**src/rtl/rr_arbiter8.sv**
```systemverilog
// rtl/rr_arbiter8.sv - 8-way round-robin arbiter with registered one-hot and index grant
// Optional hold limit enabled by defining ARB_TIMEOUT_EN.
module rr_arbiter8 #(
    parameter int HOLD_MAX = 16,
    parameter int CNT_W    = 8
) (
    input  logic       sys_clk,
    input  logic       sys_rst_n,
    input  logic [7:0] req,
    output logic [7:0] gnt,
    output logic [2:0] gnt_idx,
    output logic       gnt_vld,
    output logic       timeout
);

    localparam logic [0:0] S_IDLE  = 1'b0;
    localparam logic [0:0] S_GRANT = 1'b1;

    if (HOLD_MAX < 1 || HOLD_MAX > 255 || (2 ** CNT_W) <= HOLD_MAX) begin : g_param_check
        $error("rr_arbiter8: HOLD_MAX must be 1..255 and fit in CNT_W bits");
    end

    logic [0:0] state;
    logic [2:0] ptr;
    logic [2:0] win_idx;
    logic [2:0] cand;
    logic       revoke;

    // Scan from ptr+7 down to ptr so the closest requester to ptr is written last and wins.
    always_comb begin
        win_idx = ptr;
        cand    = ptr;
        for (int k = 7; k >= 0; k--) begin
            cand = ptr + 3'(k);
            if (req[cand]) begin
                win_idx = cand;
            end
        end
    end

`ifdef ARB_TIMEOUT_EN
    logic [CNT_W-1:0] cnt;
    logic             timeout_q;

    assign revoke  = (state == S_GRANT) && req[gnt_idx] && (cnt == CNT_W'(HOLD_MAX));
    assign timeout = timeout_q;

    always_ff @(posedge sys_clk or negedge sys_rst_n) begin
        if (!sys_rst_n) begin
            cnt       <= '0;
            timeout_q <= 1'b0;
        end else begin
            timeout_q <= revoke;
            if (state == S_IDLE) begin
                if (|req) begin
                    cnt <= CNT_W'(1);
                end
            end else if (cnt != '1) begin
                cnt <= cnt + CNT_W'(1);
            end
        end
    end
`else
    assign revoke  = 1'b0;
    assign timeout = 1'b0;
`endif

    assign gnt_vld = |gnt;

    always_ff @(posedge sys_clk or negedge sys_rst_n) begin
        if (!sys_rst_n) begin
            state   <= S_IDLE;
            ptr     <= 3'd0;
            gnt     <= 8'h00;
            gnt_idx <= 3'd0;
        end else begin
            case (state)
                S_IDLE: begin
                    if (|req) begin
                        gnt     <= 8'(1) << win_idx;
                        gnt_idx <= win_idx;
                        state   <= S_GRANT;
                    end
                end
                default: begin
                    // A release and a revoke share the same exit; the pointer always moves past the holder.
                    if (!req[gnt_idx] || revoke) begin
                        gnt   <= 8'h00;
                        ptr   <= gnt_idx + 3'd1;
                        state <= S_IDLE;
                    end
                end
            endcase
        end
    end

endmodule

```
**config.mk**
```make
export PLATFORM = sky130hd
export DESIGN_NAME = rr_arbiter8
export DESIGN_NICKNAME = d
export VERILOG_FILES = /design/src/rtl/rr_arbiter8.sv
export SDC_FILE = /design/constraint.sdc
export NUM_CORES = 1
export LEC_CHECK = 0
export ABC_AREA = 1
export CAP_MARGIN = 20
export CELL_PAD_IN_SITES_DETAIL_PLACEMENT = 1
export CELL_PAD_IN_SITES_GLOBAL_PLACEMENT = 1
export CORE_MARGIN = 2
export CORE_UTILIZATION = 34
export CTS_CLUSTER_DIAMETER = 150
export CTS_CLUSTER_SIZE = 16
export DETAILED_ROUTE_END_ITERATION = 7
export PLACE_DENSITY = 0.85
export REMOVE_ABC_BUFFERS = 1
export SLEW_MARGIN = 20
export SYNTH_ARGS = -nofsm -noshare
export SYNTH_HDL_FRONTEND = slang
export SYNTH_SLANG_ARGS = --single-unit
```
**constraint.sdc**
```tcl
create_clock -name sys_clk -period 1.83 [get_ports sys_clk]
set_input_delay 0.549 -clock sys_clk [delete_from_list [all_inputs] [get_ports sys_clk]]
set_output_delay 0.549 -clock sys_clk [all_outputs]
set_load 0.01 [all_outputs]
```
==> impl_metrics.py, run 1 <==
metrics = {
    "layout": {
        "fill_cells": 489,
        "ff_latch_area_um2": 375,
        "area_growth_pct": 69.6,
        "final_cell_mix": "57 x nand2_1, 42 x buf_4, 26 x nand2_2",
        "drive_above_1_share_pct": 46.4,
        "final_cells": 341,
        "multi_input_area_um2": 1280,
        "diodes": 0,
        "nets": 305,
        "layout_commonest_cell": "nand2_1",
    },
    "floorplanning": {
        "num_rows": 23,
        "coreArea_um2": 4060,
        "io_pins": 23,
        "die_area_um2": 4840,
        "initial_core_util_pct": 36.0,
        "fp.dieH_um": 69.6,
        "die_w_um": 69.6,
    },
    "clock_network": {
        "clk_pin_slew_ns": 0.08,
        "cts_buffers": 3,
        "cts_num_sinks": 15,
        "clk_latency_ns": 0.27,
        "clockRootBuffer": "clkbuf_8",
        "postCtsHoldBufs": 0,
        "h-tree-depth": 1,
        "cts_tree": "done",
        "clk_path_buf_depth": 2,
    },
    "min_path": {
        "hp-start": "state",
        "hold_class": "reg2reg",
    },
    "timing": {
        "rsz0062_at_grt": "yes",
        "final_hold_viol_count": 0,
        "post-route-min-period_ns": 2.41,
        "period_share_pct": 131,
        "max_freq_mhz": 416,
        "setup_slack_ns": -0.576,
        "setup_viol": 13,
        "fin_skew_ns": 0.0156,
        "maxSlewViolCount": 0,
    },
    "worst_setup_path": {
        "r2r_start": "ptr[0]",
        "cp-end-kind": "flop",
        "crit_required_ns": 2.05,
        "start_kind": "flop",
        "startpoint": "ptr[0]",
        "critical_path_class": "reg2reg",
        "cp_max_fo": 9,
        "worst-endpoint-arrival_ns": 2.62,
    },
    "yosys": {
        "avgSynthCellArea_um2": 6.56,
        "ys_top_cells_by_area": "dfrtp_1 26%, nand2_1 20%, nand3_1 13%",
        "post-synth-top-area-cell": "dfrtp_1",
        "synth_seq_cells": 15,
        "yosysSeqAreaShare_pct": 25.7,
        "yosys_warnings": 0,
        "synthCells": 223,
        "yosysUniqueCellTypes": 28,
        "netlist_area_um2": 1460,
        "synth_top_area_share_pct": 25.7,
    },
    "routing": {
        "drc": 0,
        "ant_nets": 0,
        "drtIter0Drc": 147,
        "vias_per_cell": 5.86,
        "first_pass_iters": 4,
        "routed_wirelength_um": 8150,
        "vias": 1998,
        "wl_per_cell_um": 23.9,
    },
    "global_route": {
        "grt_max_degree": 16,
        "globalRouteTotalUtil_pct": 29.0,
        "grt.overflow.total": 0,
        "antenna_found_initial": 0,
        "grt_pass1_wl_um": 10900,
        "grt_pass1_vias": 2066,
    },
    "placed_design": {
        "dpl.hpwl_um": 4240,
        "io_buffers": 21,
        "placedCellCount": 328,
        "globalplace.congestion": 0.824,
    },
    "job": {
        "cap_violations": 0,
    },
    "run_status": {
        "status": "complete, but fails checks",
        "violations": "setup timing",
    },
}
-- cells by family (layout without fill, tap and decap cells) --
| kind of cell | count (synthesis) | after routing | share of synthesized area [%] |
|---|---|---|---|
| and+or+nand+nor | 146 | 146 | 48.3 |
| xor gates and xnor gates | 4 | 4 | 4.19 |
| other | 1 | 1 | 0.256 |
| buffers and inverters | 33 | 101 | 10.4 |
| adders and majority gates | 3 | 3 | 2.57 |
| DFF | 15 | 15 | 25.7 |
| AOI/OAI and AO/OA | 21 | 21 | 8.64 |
-- synthesized netlist by cell type (all sizes together) --
| library cell | instances |
|---|---|
| a21oi | 10 |
| a31oi | 1 |
| and2 | 1 |
| buf | 5 |
| conb | 1 |
| dfrtp | 15 |
| ha | 3 |
| inv | 28 |
| nand2 | 90 |
| nand3 | 45 |
| nor2 | 6 |
| nor4 | 4 |
| o211ai | 2 |
| o21ai | 8 |
| xnor2 | 2 |
| xor2 | 2 |
-- state kept, by name, summed over array words and instances (netlist names) --
register	cells
ptr	3
gnt	8
gnt_idx	3
state	1
-- stage by stage --
step	hold WS, ns	cell area (um^2)	setup TNS [ns]	setup WS [ns]	util [%]
floorplan	0.253	1420	-4.18	-0.418	-
finish	0.550	2480	-5.13	-0.576	61.1
CTS	0.548	2220	-2.03	-0.249	54.7
global route	0.579	2480	-6.07	-0.691	61.1
global placement	0.504	1990	-5.96	-0.542	49.2
detailed placement	0.513	1990	-7.19	-0.645	49.2
-- worst paths after layout --
path / cells past startpoint / slack (ns) / endpoint
min: 2 / 0.55 / state
max in group asynchronous: 2 / 1.02 / ptr[0]
max reg2reg: 18 / -0.58 / gnt[2]
max: 18 / -0.58 / gnt[2]
min reg2reg: 2 / 0.55 / state
min in group asynchronous: 2 / 0.60 / gnt[1]
-- per-layer routing --
layer / GRT usage (%) / up-vias / part of all wire [%]
li1: - / 854 / -
met1: 34.1 / 1005 / 40
met2: 53.0 / 84 / 50
met3: 4.22 / 55 / 3.6
met4: 10.5 / 0 / 7.2
met5: 0 / - / 0
-- worst max-delay path, stage by stage, from the launching register on --
cell,delay [ns]
dfrtp_1,0.43
buf_6,0.16
buf_6,0.17
nand2_1,0.13
nand3_1,0.17
nand3_2,0.14
nand2_1,0.10
inv_1,0.05
nand2_1,0.06
nand2_1,0.06
nand2_1,0.11
nand2_2,0.11
nand2_1,0.08
nand2_1,0.06
nand2_1,0.08
nand2_2,0.08
nor2_4,0.17
nand3_1,0.12
nand2_1,0.07
-- repair_timing --
action                                  CTS  global route
resized for setup                        48            55
buffers inserted                          4             5
pin swaps                                10            17
endpoints found under the setup margin   15            17
gates cloned                              0             0
-- cell type report --
cell class	instances	area share [%]
Multi-Input combinational cell	175	51.8
Timing Repair Buffer	69	24.2
Sequential cell	15	15.1
Inverter	28	4.54
Tap cell	50	2.52
Clock buffer	3	1.66
Clock inverter	1	0.202
Power of run 1 is not shown: default switching activity piles up to over one toggle a cycle in this logic, so the estimate is an artifact.
==> run 2: changes to the inputs <==
==> constraint.sdc (replaced) <==
create_clock -name sys_clk -period 2.1 [get_ports sys_clk]
set_input_delay 0.63 -clock sys_clk [delete_from_list [all_inputs] [get_ports sys_clk]]
set_output_delay 0.63 -clock sys_clk [all_outputs]
set_load 0.01 [all_outputs]
==> impl_metrics.py, run 2 (synthesized netlist as in run 1, its figures left out) <==
metrics = {
    "worst_setup_path": {
        "cp_max_fo": 6,
        "worst-endpoint-arrival_ns": 2.36,
        "cp_num_buf_inv": 1,
        "reg2reg_slack_ns": -0.12,
        "cp_cell_sequence": "inv_2 > ha_4 > nand3_2 > nand3_4 > nand3_1 > nand3_1 > nand2_1 > nand2_1 > nand2_1 > nand2_1 > nand2_2 > a21oi_4 > nor2_4 > nand2_1 > nand2_1",
        "max_stage_delay_ns": 0.40,
        "r2r_start": "ptr[0]",
        "cp-end-kind": "flop",
        "crit_required_ns": 2.24,
        "cp_common_cell": "nand2_1",
        "cp_slowest_cell": "dfrtp_1",
        "r2r_end": "gnt[1]",
        "reg2regPathDepth": 15,
        "cp_top_family": "simple AND/OR/NAND/NOR gates",
        "critical_path_class": "reg2reg",
        "start_kind": "flop",
    },
    "timing": {
        "fin_skew_ns": 0.00915,
        "period_share_pct": 106,
        "final_hold_viol_count": 0,
        "maxSlewViolCount": 0,
        "setup_viol": 8,
        "max_freq_mhz": 449,
        "setup_slack_ns": -0.125,
        "post-route-min-period_ns": 2.22,
        "rsz0062_at_grt": "yes",
    },
    "layout": {
        "multi_input_area_um2": 1160,
        "final_cell_mix": "67 x nand2_1, 30 x buf_4, 22 x inv_1, 22 x nand3_1, 19 x nand2_2",
        "layout_commonest_cell": "nand2_1",
        "drive_above_1_share_pct": 37.3,
        "fill_cells": 511,
        "reg_top3": "gnt: 8 flops, gnt_idx: 3 flops, ptr: 3 flops",
        "nets": 293,
        "final_cell_area_um2": 2270,
        "diodes": 0,
        "largest_reg_flops": 8,
        "utilization_pct": 55.8,
        "largest-register": "gnt",
        "area_growth_pct": 54.9,
        "ff_latch_area_um2": 375,
    },
    "run_status": {
        "status": "complete, but fails checks",
        "violations": "setup timing",
    },
    "routing": {
        "drc": 0,
        "vias_per_cell": 5.42,
        "wl_per_cell_um": 18.7,
        "drtIter0Drc": 79,
        "first_pass_iters": 4,
        "ant_nets": 0,
        "vias": 1784,
        "routed_wirelength_um": 6150,
    },
    "clock_network": {
        "clk_pin_slew_ns": 0.07,
        "h-tree-depth": 1,
        "clockRootBuffer": "clkbuf_8",
        "clk_latency_ns": 0.25,
        "clk_path_buf_depth": 2,
        "cts_tree": "done",
        "cts_num_sinks": 15,
        "cts_buffers": 3,
        "postCtsHoldBufs": 0,
    },
    "floorplanning": {
        "io_pins": 23,
        "coreArea_um2": 4060,
        "initial_core_util_pct": 36.0,
        "die_area_um2": 4840,
        "fp.dieH_um": 69.6,
        "num_rows": 23,
        "die_w_um": 69.6,
    },
    "global_route": {
        "grt_max_degree": 16,
        "antenna_found_initial": 0,
        "grt_pass1_vias": 1740,
        "grt.overflow.total": 0,
        "grt_pass1_wl_um": 8410,
        "globalRouteTotalUtil_pct": 21.1,
    },
    "job": {
        "cap_violations": 0,
    },
    "placed_design": {
        "place_area_um2": 1940,
        "globalplace.congestion": 0.929,
        "dpl.hpwl_um": 3620,
        "io_buffers": 21,
    },
    "min_path": {
        "hold_end": "state",
        "hold_class": "reg2reg",
        "min_path_cells": 2,
        "hp-start": "state",
    },
}
run 2: cell type report:
type                    count  area share, %
clock buffers               4           1.99
inverters                  28           4.97
multi-input cells         175           51.4
flip-flops and latches     15           16.6
well taps                  50           2.76
repair buffers             57           22.3
run 2: per-stage QoR:
step / setup slack [ns] / hold WS [ns] / cells / TNS [ns]
CTS: 0.00652 / 0.527 / 325 / 0
finish: -0.125 / 0.531 / 329 / -0.508
global placement: -0.349 / 0.492 / 321 / -3.24
global route: -0.272 / 0.562 / 329 / -2.18
detailed placement: -0.386 / 0.503 / 321 / -3.75
floorplan: -0.148 / 0.334 / 218 / -1.22
run 2: worst max-delay path by stage:
stage / startpoint / to / cells after the start / slack (ns)
floorplan: ptr[1] / gnt[1] / 18 / -0.15
global placement: req[4] / gnt[5] / 18 / -0.35
detailed placement: req[3] / gnt[7] / 15 / -0.39
CTS: ptr[0] / gnt[5] / 14 / 0.007
global route: ptr[0] / gnt[1] / 17 / -0.27
finish: ptr[0] / gnt[1] / 15 / -0.12
run 2: timing repair:
item	in CTS	in global routing
resized for setup	24	45
pin swaps	1	12
setup endpoints to repair	12	11
setup buffers	0	4
hold endpoints to repair	0	0
run 2: worst reg2reg max path: stages (launching register included):
cell	delay [ns]
dfrtp_1	0.40
inv_2	0.08
ha_4	0.37
nand3_2	0.18
nand3_4	0.15
nand3_1	0.10
nand3_1	0.10
nand2_1	0.06
nand2_1	0.06
nand2_1	0.05
nand2_1	0.07
nand2_2	0.08
a21oi_4	0.21
nor2_4	0.07
nand2_1	0.08
nand2_1	0.07
run 2: layer usage:
layer	share of wire (%)	global-route usage (%)
met5	0	0
met4	3.5	3.27
met3	3.3	2.03
met2	54	38.2
met1	39	27.6
Power of run 2 is left out for the same reason.
==> run 3: changes to the inputs <==
--- a/config.mk
+++ b/config.mk
@@ -9,7 +9,6 @@
 export CAP_MARGIN = 20
 export CELL_PAD_IN_SITES_DETAIL_PLACEMENT = 1
 export CELL_PAD_IN_SITES_GLOBAL_PLACEMENT = 1
-export CORE_MARGIN = 2
 export CORE_UTILIZATION = 34
 export CTS_CLUSTER_DIAMETER = 150
 export CTS_CLUSTER_SIZE = 16
==> impl_metrics.py, run 3 (synthesized netlist as in run 1, its figures left out) <==
metrics = {
    "timing": {
        "setup_viol": 5,
        "rsz0062_at_grt": "yes",
        "setup_slack_ns": -0.0620,
        "max_freq_mhz": 463,
        "hold-worst-slack_ns": 0.537,
        "period_share_pct": 103,
        "final_hold_viol_count": 0,
        "maxSlewViolCount": 0,
        "fin_skew_ns": 0.000961,
        "post-route-min-period_ns": 2.16,
        "setup_tns_ns": -0.103,
    },
    "run_status": {
        "status": "complete, but fails checks",
        "violations": "setup timing",
    },
    "global_route": {
        "grt_pass1_wl_um": 7890,
        "grt.overflow.total": 0,
        "grt_max_degree": 16,
        "antenna_found_initial": 0,
        "globalRouteTotalUtil_pct": 23.4,
        "grt_pass1_vias": 1670,
    },
    "layout": {
        "largest_reg_flops": 8,
        "area_growth_pct": 51.6,
        "nets": 289,
        "largest-register": "gnt",
        "diodes": 0,
        "final_cell_mix": "67 x nand2_1, 29 x buf_4, 23 x inv_1",
        "layout_commonest_cell": "nand2_1",
        "drive_above_1_share_pct": 37.5,
        "reg_top3": "gnt: 8 flops, gnt_idx: 3 flops, ptr: 3 flops",
    },
    "min_path": {
        "hp-start": "state",
        "hold_class": "reg2reg",
        "hold_end": "state",
        "min_path_cells": 2,
    },
    "routing": {
        "ant_nets": 0,
        "wl_per_cell_um": 18.1,
        "vias_per_cell": 5.35,
        "vias": 1738,
        "drc": 0,
        "drtIter0Drc": 97,
        "routed_wirelength_um": 5880,
        "first_pass_iters": 4,
    },
    "floorplanning": {
        "die_area_um2": 4570,
        "initial_core_util_pct": 36.0,
        "die_w_um": 67.6,
        "num_rows": 23,
        "coreArea_um2": 4060,
        "fp.dieH_um": 67.6,
        "io_pins": 23,
    },
    "worst_setup_path": {
        "start_kind": "flop",
        "crit_required_ns": 2.23,
        "reg2reg_slack_ns": -0.06,
        "r2r_end": "gnt_idx[0]",
        "worst-endpoint-arrival_ns": 2.30,
        "cp_max_fo": 9,
        "critical_path_class": "reg2reg",
        "cp-end-kind": "flop",
        "reg2regPathDepth": 17,
        "r2r_start": "ptr[0]",
    },
    "clock_network": {
        "cts_buffers": 3,
        "postCtsHoldBufs": 0,
        "cts_num_sinks": 15,
        "clk_pin_slew_ns": 0.06,
        "clockRootBuffer": "clkbuf_8",
        "clk_latency_ns": 0.25,
        "h-tree-depth": 1,
        "cts_tree": "done",
        "clk_path_buf_depth": 2,
    },
    "placed_design": {
        "io_buffers": 21,
        "dpl.hpwl_um": 3710,
        "globalplace.congestion": 0.886,
    },
    "job": {
        "cap_violations": 0,
    },
}
[run 3: how the worst max path moves through the flow]
stage	to	slack, ns	start
global placement	gnt[5]	-0.35	req[4]
finish	gnt_idx[0]	-0.06	ptr[0]
floorplan	gnt[1]	-0.15	ptr[1]
CTS	gnt[5]	-0.003	ptr[1]
global route	gnt[0]	-0.19	ptr[1]
detailed placement	gnt[5]	-0.43	req[5]
[run 3: final cells by class]
| cell class | instances | area, um^2 |
|---|---|---|
| clock inverter | 1 | 5.00 |
| multi-input combinational | 175 | 1170 |
| clock buffer | 3 | 41.3 |
| tap | 50 | 62.6 |
| timing repair buffer | 53 | 454 |
| sequential | 15 | 377 |
| fill | 523 | 1840 |
| inverter | 28 | 110 |
[run 3: repair_timing]
| action | CTS | global route |
|---|---|---|
| buffers inserted | 0 | 1 |
| endpoints found under the setup margin | 12 | 11 |
| gates cloned | 0 | 0 |
| pin swaps | 2 | 5 |
| gates resized for setup | 24 | 40 |
[run 3: metal layers]
metal / GRT usage (%) / share of wire (%)
met4: 4.79 / 1.2
met1: 30.6 / 44
met2: 40.0 / 52
met5: 0 / 0
met3: 4.05 / 2.7
[run 3: worst max-delay path: stages (launching register included)]
cell and delay, ns:
dfrtp_1 0.40, buf_4 0.17, buf_6 0.15, nand2_2 0.08, nand3_1 0.12, nand3_2 0.13
nand2_2 0.09, inv_1 0.08, nand2_1 0.05, nand2_1 0.05, nand2_1 0.04, nand2_1 0.05
nand2_1 0.05, nand2_2 0.09, nand2_2 0.07, nand2_4 0.08, nand2_8 0.07, o21ai_0 0.27
[run 3: metrics by stage]
stage / utilization, % / cell area [um^2] / std cells / setup WS [ns]
floorplan: - / 1420 / 218 / -0.148
global placement: 47.4 / 1920 / 320 / -0.352
detailed placement: 47.4 / 1920 / 320 / -0.430
CTS: 49.9 / 2020 / 324 / -0.00290
global route: 54.6 / 2220 / 325 / -0.185
finish: 54.6 / 2220 / 325 / -0.0620
Power of run 3 is left out for the same reason.
==> variant: new RTL, settings of run 1 <==
Add a define of `ARB_TIMEOUT_EN`.
--- a/src/rtl/rr_arbiter8.sv
+++ b/src/rtl/rr_arbiter8.sv
@@ -2,2 +2,4 @@
 // Optional hold limit enabled by defining ARB_TIMEOUT_EN.
+`define ARB_TIMEOUT_EN
+
 module rr_arbiter8 #(
Behaviour: no difference found for any inputs over 10 cycles, from zero or initial values and one cycle with sys_rst_n low; that may be too few to reach the edited logic, so the function may still have changed.
==> variant against run 1 <==
  * The flow still finishes with violations (setup timing)
  * Setup slack improved by 0.17 ns
  * Via count increased by 9.8%
  * Global-route usage shrank 5.4 points
  * Die area grew 31%
  * Clock skew is 0.0051 ns lower
  * Cell count rose by 22%
  * Synthesized cell count increased by 22%
  * Cell area up 21%
  * Sequential cell count grew 9
  * Synthesized area rose by 33%
  * Wire length shrank 1.7%
Power is left out: the tool's default activity adds up to more than one toggle a clock period on the data nets, which glitch-free logic cannot reach.
==> variant: results (changes against run 1) <==
vias per inst=5.27 (was 5.86); Hold WC Path Type=flop to flop (unchanged); critical path launch point=ptr[1]$_DFFE_PN0P_ (was ptr[0]$_DFFE_PN0P_); Slew @ Worst Pin=0.417 ns; Critical Path End=gnt[5]$_DFFE_PN0P_ (was gnt[2]$_DFFE_PN0P_); WL met2=4.40 mm (was 4.04 mm); total track usage=0.236 (was 0.290); drt initial violations=157 (was 147); metal3 WL=173 um (was 295 um); CTS H-tree depth=1 (unchanged); CTS Buf Count=3 (unchanged); ANT cells=0 (unchanged); pin count of the biggest net entering global routing=25 (was 16); Crit Path Max Fanout=6 (was 9); critical path arrival=2.46 ns (was 2.62 ns); Hold Path Origin=cnt[5]$_DFFE_PN0P_ (was state$_DFF_PN0_); Filler cells=663 (was 489); Post-synth top flop=dfrtp_1 (unchanged); Post-synth ARST share=1.00 (unchanged); wire per inst=19.3 um (was 23.9 um); violated checks=setup timing (unchanged); clock-pin slew on the worst setup and hold paths=0.09 ns; placed wire-length estimate=4.84 mm (was 4.24 mm); final setup fails=12 (was 13); Post-DP Area=0.00250 mm^2 (was 0.00199 mm^2); biggest regs=cnt x8, gnt x8 (was gnt x8, gnt_idx x3, ptr x3); drt first pass iters=4 (unchanged); Metal-1 WL=3.17 mm (was 3.22 mm); # port buffers=22 (was 21); final net count=360 (was 305); post-synthesis sequential area ratio=0.308 (was 0.257); clock buffer depth=2 (unchanged); share of cells above drive strength 1=0.497 (was 0.464); Yosys warning count=0 (unchanged); placed insts=400 (was 328); outcome=finished, violations left (unchanged); non-filler instance count after layout=416 (was 341); top area cells in the synthesized netlist=dfrtp_1 31%, nand2_1 15%, nand3_2 8.2% (was dfrtp_1 26%, nand2_1 20%, nand3_1 13%); Clock Latency Late Sink=0.28 ns; final worst setup slack=-0.402 ns (was -0.576 ns); root buf cell=clkbuf_8 (unchanged); Synth top cells by count=79 x nand2_1, 25 x inv_1, 24 x dfrtp_1 (was 79 x nand2_1, 37 x nand3_1, 24 x inv_1); synth unique cells=29 (was 28); r2r worst-path depth=19 (was 18); initial antenna violation count=0 (unchanged); vias in the first global route=2329 (was 2066); gpl congestion=0.844 (was 0.824); Highest Signal Layer=met4 (unchanged); worst-case clock skew=0.0105 ns (was 0.0156 ns); first-pass GRT wire length=11.5 mm (was 10.9 mm); mean area per synthesized cell=7.19 um^2 (was 6.56 um^2)
==> variant: changes by cell type after synthesis, moves of 6 or more <==
cell / change
nor2_1: +8
a21oi_1: +6
o21ai_0: +8
nand2_4: +6
nand3_1: -15
dfrtp_1: +9
nand3_2: +8
==> variant: final cells by class <==
cell class,instances,area [um^2],share of cell area
clock buffer,4,55.1,0.0184
sequential,24,602,0.201
multi-input combinational,208,1510,0.503
timing repair buffer,73,602,0.201
inverter,35,141,0.0472
tap,72,90.1,0.0301
==> variant: worst min-delay path by stage <==
stage / depth (start not counted) / slack (ns) / to
after floorplan: 0 / 0.25 / cnt[0]$_DFFE_PN0P_
after global placement: 2 / 0.49 / gnt[4]$_DFFE_PN0P_
after detailed placement: 1 / 0.51 / cnt[5]$_DFFE_PN0P_
after CTS: 1 / 0.52 / cnt[5]$_DFFE_PN0P_
after global routing: 1 / 0.56 / cnt[5]$_DFFE_PN0P_
final: 1 / 0.53 / cnt[5]$_DFFE_PN0P_
==> variant: metrics by stage <==
| stage | setup TNS, ns | setup WS, ns |
|---|---|---|
| floorplan | -4.59 | -0.439 |
| global placement | -11.61 | -0.619 |
| detailed placement | -12.82 | -0.701 |
| CTS | -2.28 | -0.225 |
| global route | -4.91 | -0.495 |
| finish | -3.61 | -0.402 |
==> variant: what timing repair did <==
item / in CTS / in global routing
resized for setup: 59 / 65
setup buffers: 6 / 6
pin swaps: 10 / 22
endpoints found under the setup margin: 30 / 26
hold buffers: 0 / 0
==> variant: metal layers <==
layer | vias to the layer above | track usage
li1 | 1030 | -
met1 | 1102 | 0.260
met2 | 37 | 0.456
met3 | 24 | 0.0181
met4 | 0 | 0.0983
met5 | - | 0
==> variant: kinds of logic (layout without fill, tap and decap cells) <==
group / after synthesis / after routing / synth area share
compound gates: 35 / 35 / 0.0951
xor+xnor: 2 / 2 / 0.00899
fa+ha+maj: 5 / 5 / 0.0321
buf+inv: 39 / 112 / 0.0944
flops: 24 / 24 / 0.308
simple gates: 166 / 166 / 0.461
==> variant: worst max-delay path: stages, from the launching register on <==
cell	delay, ns
dfrtp_1	0.40
inv_2	0.10
ha_4	0.35
buf_6	0.13
nand3_4	0.08
nand3_4	0.11
nand2_4	0.07
inv_2	0.05
nand2_2	0.05
nand2_2	0.06
nand2_2	0.05
nand2_2	0.06
nand2_2	0.07
nand2_2	0.08
nand2_2	0.06
nand2_4	0.13
inv_4	0.06
nor2_4	0.12
nand2_1	0.07
nand2_1	0.06
